**src/rtl/trans_conv_pass_scheduler.sv**
```systemverilog
// Pass sequencer for a shared transposed-conv datapath: for every (oc, ic) pair it
// clears the layer, loads kernel + bias from ROM, streams one input plane and waits for the output plane.
module trans_conv_pass_scheduler #(
   parameter int IN_WIDTH   = 7,
   parameter int DATA_WIDTH = 16,
   parameter int IN_CH      = 2,
   parameter int OUT_CH     = 2,
   parameter int PAD_TOP    = 1,
   parameter int PAD_BOTTOM = 2,
   parameter int PAD_LEFT   = 1,
   parameter int PAD_RIGHT  = 2,
   localparam int OUT_W   = 2*IN_WIDTH + PAD_LEFT + PAD_RIGHT - 3,
   localparam int OUT_H   = 2*IN_WIDTH + PAD_TOP + PAD_BOTTOM - 3,
   localparam int PIX_IN  = IN_WIDTH*IN_WIDTH,
   localparam int PIX_OUT = OUT_W*OUT_H,
   localparam int WA_W    = $clog2(OUT_CH*IN_CH*16 + OUT_CH),
   localparam int FA_W    = $clog2(IN_CH*PIX_IN),
   localparam int OC_W    = (OUT_CH > 1) ? $clog2(OUT_CH) : 1,
   localparam int IC_W    = (IN_CH > 1) ? $clog2(IN_CH) : 1
) (
   input  logic                     clk,
   input  logic                     rst,
   input  logic                     start,
   output logic                     busy,
   output logic                     done,
   output logic                     wrom_rd,
   output logic [WA_W-1:0]          wrom_addr,
   input  logic [DATA_WIDTH-1:0]    wrom_data,
   output logic                     fbuf_rd,
   output logic [FA_W-1:0]          fbuf_addr,
   input  logic [DATA_WIDTH-1:0]    fbuf_data,
   output logic                     layer_rst,
   output logic                     layer_valid,
   output logic [DATA_WIDTH-1:0]    layer_data,
   input  logic                     layer_ready,
   input  logic                     layer_valid_out,
   output logic [16*DATA_WIDTH-1:0] w_flat,
   output logic [DATA_WIDTH-1:0]    bias_out,
   output logic [OC_W-1:0]          oc_idx,
   output logic [IC_W-1:0]          ic_idx,
   output logic                     acc_first,
   output logic                     acc_last
);

   localparam int INC_W  = $clog2(PIX_IN + 1);
   localparam int OUTC_W = $clog2(PIX_OUT + 1);

   typedef enum logic [2:0] {
      S_IDLE, S_CLEAR, S_LOAD_W, S_STREAM, S_DRAIN, S_NEXT
   } state_t;

   state_t                  r_state;
   logic [4:0]              r_cnt;
   logic [OC_W-1:0]         r_oc;
   logic [IC_W-1:0]         r_ic;
   logic [INC_W-1:0]        r_in_cnt;
   logic [OUTC_W-1:0]       r_out_cnt;
   logic                    r_fresh;
   logic                    r_held;
   logic                    r_done;
   logic [DATA_WIDTH-1:0]   r_data;
   logic [DATA_WIDTH-1:0]   r_bias;
   logic [DATA_WIDTH-1:0]   r_w [16];

   logic                    w_lv;
   logic                    w_fbuf_rd;
   logic                    w_out_inc;
   logic                    w_last_pass;
   logic [DATA_WIDTH-1:0]   w_ldata;

   // ROM/buffer data arrives the cycle after the strobe, so a fresh word is passed straight
   // through and parked in r_data for as long as the datapath stalls.
   assign w_lv        = r_fresh || r_held;
   assign w_ldata     = r_fresh ? fbuf_data : r_data;
   assign w_fbuf_rd   = (r_state == S_STREAM) && (r_in_cnt < INC_W'(PIX_IN)) && (!w_lv || layer_ready);
   assign w_out_inc   = ((r_state == S_STREAM) || (r_state == S_DRAIN)) && layer_valid_out &&
                        (r_out_cnt != OUTC_W'(PIX_OUT));
   assign w_last_pass = (r_oc == OC_W'(OUT_CH - 1)) && (r_ic == IC_W'(IN_CH - 1));

   assign busy        = (r_state != S_IDLE);
   assign done        = r_done;
   assign layer_rst   = (r_state == S_CLEAR);
   assign wrom_rd     = (r_state == S_LOAD_W) && (r_cnt <= 5'd16);
   assign fbuf_rd     = w_fbuf_rd;
   assign layer_valid = w_lv;
   assign layer_data  = w_ldata;
   assign bias_out    = r_bias;
   assign oc_idx      = r_oc;
   assign ic_idx      = r_ic;
   assign acc_first   = busy && (r_ic == '0);
   assign acc_last    = busy && (r_ic == IC_W'(IN_CH - 1));

   always_comb begin
      wrom_addr = '0;
      if (r_state == S_LOAD_W) begin
         if (r_cnt < 5'd16)
            wrom_addr = WA_W'((int'(r_oc)*IN_CH + int'(r_ic))*16 + int'(r_cnt));
         else
            wrom_addr = WA_W'(OUT_CH*IN_CH*16 + int'(r_oc));
      end
   end

   always_comb begin
      fbuf_addr = '0;
      if (r_state == S_STREAM)
         fbuf_addr = FA_W'(int'(r_ic)*PIX_IN + int'(r_in_cnt));
   end

   always_comb begin
      w_flat = '0;
      for (int unsigned i = 0; i < 16; i++)
         w_flat[i*DATA_WIDTH +: DATA_WIDTH] = r_w[i];
   end

   always_ff @(posedge clk) begin
      if (rst) begin
         r_state   <= S_IDLE;
         r_cnt     <= '0;
         r_oc      <= '0;
         r_ic      <= '0;
         r_in_cnt  <= '0;
         r_out_cnt <= '0;
         r_fresh   <= 1'b0;
         r_held    <= 1'b0;
         r_done    <= 1'b0;
         r_data    <= '0;
         r_bias    <= '0;
         for (int unsigned i = 0; i < 16; i++)
            r_w[i] <= '0;
      end else begin
         r_done  <= 1'b0;
         r_fresh <= w_fbuf_rd;
         r_held  <= w_lv && !layer_ready;
         if (w_lv)
            r_data <= w_ldata;
         if (w_out_inc)
            r_out_cnt <= r_out_cnt + OUTC_W'(1);

         case (r_state)
            S_IDLE: begin
               if (start) begin
                  r_oc    <= '0;
                  r_ic    <= '0;
                  r_cnt   <= '0;
                  r_state <= S_CLEAR;
               end
            end
            S_CLEAR: begin
               r_in_cnt  <= '0;
               r_out_cnt <= '0;
               if (r_cnt == 5'd1) begin
                  r_cnt   <= '0;
                  r_state <= S_LOAD_W;
               end else begin
                  r_cnt <= r_cnt + 5'd1;
               end
            end
            S_LOAD_W: begin
               // r_cnt-1 is the read whose data is on wrom_data this cycle
               if (r_cnt == 5'd17)
                  r_bias <= wrom_data;
               else if (r_cnt != 5'd0)
                  r_w[4'(r_cnt - 5'd1)] <= wrom_data;
               if (r_cnt == 5'd17) begin
                  r_cnt   <= '0;
                  r_state <= S_STREAM;
               end else begin
                  r_cnt <= r_cnt + 5'd1;
               end
            end
            S_STREAM: begin
               if (w_fbuf_rd)
                  r_in_cnt <= r_in_cnt + INC_W'(1);
               if ((r_in_cnt == INC_W'(PIX_IN)) && (!w_lv || layer_ready))
                  r_state <= S_DRAIN;
            end
            S_DRAIN: begin
               if (r_out_cnt == OUTC_W'(PIX_OUT))
                  r_state <= S_NEXT;
            end
            S_NEXT: begin
               if (r_ic == IC_W'(IN_CH - 1)) begin
                  r_ic <= '0;
                  r_oc <= (r_oc == OC_W'(OUT_CH - 1)) ? '0 : r_oc + OC_W'(1);
               end else begin
                  r_ic <= r_ic + IC_W'(1);
               end
               if (w_last_pass) begin
                  r_done  <= 1'b1;
                  r_state <= S_IDLE;
               end else begin
                  r_state <= S_CLEAR;
               end
            end
            default: r_state <= S_IDLE;
         endcase
      end
   end

endmodule

```
**config.mk**
```make
export PLATFORM = sky130hd
export DESIGN_NAME = trans_conv_pass_scheduler
export DESIGN_NICKNAME = d
export VERILOG_FILES = /design/src/rtl/trans_conv_pass_scheduler.sv
export SDC_FILE = /design/constraint.sdc
export NUM_CORES = 1
export LEC_CHECK = 0
export BUFFER_PORTS_ARGS = -buffer_cell sky130_fd_sc_hd__buf_2
export CORE_ASPECT_RATIO = 0.9
export CORE_MARGIN = 3
export CORE_UTILIZATION = 48
export DETAILED_ROUTE_END_ITERATION = 8
export PLACE_DENSITY_LB_ADDON = 0.08
export SYNTH_ARGS = -nofsm -noshare
export SYNTH_HDL_FRONTEND = slang
export SYNTH_SLANG_ARGS = --single-unit
```
**constraint.sdc**
```tcl
create_clock -name clk -period 6.31 [get_ports clk]
set_clock_uncertainty 0.1 [all_clocks]
set_input_delay 0.3155 -clock clk [delete_from_list [all_inputs] [get_ports clk]]
set_output_delay 0.3155 -clock clk [all_outputs]
set_load 0.02 [all_outputs]
```
==> flow_results.org <==
** Route
- In the routed design, unresolved DRC markers number 0.
- Avg WL per Cell :: about 22 um
- For this block, the via count after detailed routing is ~8600.
- Drt via density :: between 5 and 6
- After the first detailed-routing iteration, the DRC count stood at a little over 800.
- For this block, the routed nets add up to between 30000 and 40000 um of wire.
- The first TritonRoute pass finished after 6 iterations.
- Remaining antenna violation count :: 0

** Pwr
- PwrDens :: 304.1 nW/um^2
- IR analysis of the VDD net gives a maximum drop of between 0.2 and 0.25 mV.
- For this design the total switching power over the nets is approximately 0.0012 W.
- Share of total power consumed by net switching :: 25.09%
- Combinational fraction of design power :: between 10 and 15%
- Sequential group share of total power :: between 40% and 50%
- Pint :: about 0.0037 W
- Clock power share :: about two fifths
- The analysis attributes to cell leakage a power of slightly below 7 nW.

** Global routing
- Most heavily used metal layer in global routing :: met1
- For this run, global-route usage on met1 was measured as a little over a third.
- The via count of the first global-routing pass was 8089.
- Wire length of the first global-routing pass :: around 54000 um
- Largest net degree at the start of global routing :: 38
- After global routing the overflow that remains totals 0.
- Total Routing Usage GR :: between 20% and 30%
- In the global route stage, met2 resource usage came out at ~36%.
- For this run, global-route usage on met3 was measured as under 10%.
- Initial antenna violation count :: 1

** Logic synthesis
- Synth top area share :: approximately 60%
- Count of mapped cells out of synthesis :: 940
- By count the netlist is led by sky130_fd_sc_hd__and2_1 (282), sky130_fd_sc_hd__edfxtp_1 (256), sky130_fd_sc_hd__dfxtp_1 (59), sky130_fd_sc_hd__nand2_1 (51), sky130_fd_sc_hd__clkbuf_1 (31).
- sky130_fd_sc_hd__and2_1 is the most common cell in the netlist.
- Unique masters post-synth :: 65
- Sequential elements use 67.96% of the synthesized area.
- Number of synthesized flops with an enable pin :: between 200 and 300
- Dividing the synthesized area by the synthesized cell count gives around 14 um^2.
- The synthesized design contains ~320 register bits.
- Post-Synthesis Cell Area :: roughly 13000 um^2
- Count of yosys warnings during synthesis :: 0
- After synthesis, the cell types taking the most area are sky130_fd_sc_hd__edfxtp_1 (59%), sky130_fd_sc_hd__and2_1 (14%), sky130_fd_sc_hd__dfxtp_1 (9.1%).
- Async SR Flop Fraction :: 0%
- The biggest area contributor in the post-synthesis netlist is sky130_fd_sc_hd__edfxtp_1.
- Post-Syn Nets :: 994
- Most common flop cell mapped by yosys :: sky130_fd_sc_hd__edfxtp_1

** Job
- Maximum Capacitance Violations :: 0

** Final layout
- The post-route netlist has between 30% and 40% of its cells at a drive strength greater than 1.
- Multi-input logic area :: between 3000 and 4000 um^2
- Counting the fill cells in the layout gives roughly 2100.
- Footprint of the flip-flops and latches :: between 8000 and 9000 um^2
- The area growth from synthesis to layout is 23.74%.
- In the final design database the tool counted roughly 1300 nets.
- After routing the design area is around 16000 um^2.

** Die
- The initial utilization of the core area, before any placement, comes to 49.40%.
- In this run the core area contains 56 standard-cell rows.
- In this run the count of I/O pins placed on the die edge is about 350.
- Std-Cell Core Area :: between 20000 and 30000 um^2
- The die covers just under 30000 um^2.
- In this run the vertical extent of the chip is ~160 um.
- Floorplan die width :: 179.8 um

** Placement
- Placer's final routability congestion estimate :: 0.8482
- Count of input and output buffers :: around 350
- Detailed placement ended at an HPWL of approximately 26000 um.
- Summing all placed instances gives a cell area of approximately 15000 um^2.
- Worst slack at placement :: approximately 3.3 ns

** STA
- Measured against its own limit, the worst slew margin works out to slightly above 30%.
- Setup violations remaining at the end of the flow were counted as 0.
- The max-slew violation total from the final report came to 0.
- Endpoints failing hold :: 0
- In the finished design, the share of the clock period the worst path needs comes to between 40 and 50%.
- For the pin with the worst max-slew slack, the measured transition is 1.037 ns.
- Based on the critical path, the design can be clocked at up to approximately 330 MHz.
- Worst-case setup margin in the final layout :: around 3.3 ns
- Final TNS setup :: 0 ns
- RSZ-0062 raised after global routing :: false
- Post-route minimum period :: 3.023 ns

** Setup path
- CP Data Required Time :: roughly 6.4 ns
- Capturing element type of the critical path :: flip-flop
- Worst setup path category :: flip-flop to flip-flop
- Data arrives at the worst endpoint at between 3 and 4 ns.
- CP startpoint kind :: flip-flop
- Of all nets on the critical path, the largest fanout is 16.

** Clock network
- Number of gates resized after CTS :: 0
- At the later pin of the worst-skew pair, clock insertion delay measures 0.56 ns.
- Clock transition at the registers of the reported paths :: 0.06 ns
- Level count of the clock H-tree :: 1
- Counting along the longest clock path gives a buffer depth of 3.
- Counting the buffers created by CTS gives 31.
- CTS saw 315 sinks.
- The tree is rooted in a sky130_fd_sc_hd__clkbuf_16.
- TritonCTS built the clock tree.

** Min path
- Hold Path Class :: input pin to flip-flop

** Outcome
- The flow ran to the end, and the final reports show no timing, DRC or antenna violations.
-- metrics by stage --
| step | utilization, % | total power (W) | instances | hold slack [ns] |
|---|---|---|---|---|
| after floorplan | - | 0.002780 | 940 | 0.3515 |
| after global placement | 56.54 | 0.002980 | 1582 | 0.3405 |
| after detailed placement | 56.54 | 0.002980 | 1582 | 0.3452 |
| after CTS | 61.12 | 0.004941 | 1650 | 0.0008130 |
| after global routing | 61.12 | 0.005072 | 1650 | 0.007551 |
| final | 61.13 | 0.004910 | 1651 | 0.004999 |
-- worst max-delay path: stages (launching register included) --
cell                        delay [ns]
sky130_fd_sc_hd__dfxtp_1          0.51
sky130_fd_sc_hd__inv_1            0.18
sky130_fd_sc_hd__ha_1             0.24
sky130_fd_sc_hd__nand4bb_1        0.42
sky130_fd_sc_hd__nand4_4          0.30
sky130_fd_sc_hd__o21ai_2          0.89
-- cell type report --
| cell class | count | area share [%] |
|---|---|---|
| diodes | 1 | 0.01550 |
| clock buffers | 41 | 5.284 |
| clock inverters | 16 | 1.526 |
| inverters | 12 | 0.2789 |
| multi-input cells | 556 | 23.67 |
| flip-flops and latches | 315 | 54.92 |
| well taps | 348 | 2.696 |
| repair buffers | 362 | 11.61 |
-- per-layer routing --
metal	share of wire, %	routed length [um]
met1	44	16200
met2	43	15950
met3	9.9	3646
met4	3.0	1104
met5	0	0
-- logic make-up after synthesis --
family | after synthesis | synth area share, %
and+or+nand+nor | 429 | 20.36
xor gates and xnor gates | 11 | 0.7382
muxes | 22 | 1.841
DFF | 315 | 67.96
adders and majority gates | 17 | 1.630
AOI/OAI and AO/OA | 77 | 4.516
buffers and inverters | 69 | 2.953
-- power by group through the flow --
stage / clock network [W] / logic (W) / registers, W
after floorplan: 0 / 0.000303 / 0.00248
after global placement: 0 / 0.000556 / 0.00242
after detailed placement: 0 / 0.000557 / 0.00242
after CTS: 0.00200 / 0.000564 / 0.00238
after global routing: 0.00208 / 0.000602 / 0.00239
final: 0.00197 / 0.000561 / 0.00238
-- sequential cells by signal (all words and copies together) (netlist names) --
register and flops:
bias_out 16, done 1, ic_idx 1, oc_idx 1, r_cnt 5, r_data 16
r_fresh 1, r_held 1, r_in_cnt 6, r_out_cnt 8, r_state 3, r_w 256
-- cell usage in the layout, fill, tap and decap left out, types with 7 or more instances in the layout --
cell type,count
sky130_fd_sc_hd__nor2_4,8
sky130_fd_sc_hd__nor2_1,24
sky130_fd_sc_hd__or2_2,9
sky130_fd_sc_hd__a21oi_4,8
sky130_fd_sc_hd__dfxtp_1,59
sky130_fd_sc_hd__clkbuf_16,31
sky130_fd_sc_hd__edfxtp_1,256
sky130_fd_sc_hd__inv_1,12
sky130_fd_sc_hd__buf_2,348
sky130_fd_sc_hd__nand3_1,7
sky130_fd_sc_hd__mux2_2,16
sky130_fd_sc_hd__o21ai_2,7
sky130_fd_sc_hd__nand2_1,51
sky130_fd_sc_hd__a21oi_1,27
sky130_fd_sc_hd__dlygate4sd3_1,11
sky130_fd_sc_hd__and2_1,282
sky130_fd_sc_hd__ha_1,17
-- final timing paths --
| path | from | to | slack, ns | cells past startpoint |
|---|---|---|---|---|
| worst max-delay path | r_cnt[1] | r_w[7][3] | 3.29 | 5 |
| worst min-delay path | fbuf_data[14] | r_data[14] | 0.005 | 3 |
| worst max register to register | r_cnt[1] | r_w[7][3] | 3.29 | 5 |
| worst min register to register | bias_out[1] | bias_out[1] | 0.35 | 2 |
-- timing repair --
item | 4_1_cts | 5_1_grt
hold buffers | 11 | 0
setup buffers | 0 | 0
hold endpoints to repair | 11 | 0
No activity file was read; power rests on OpenSTA's default activity.
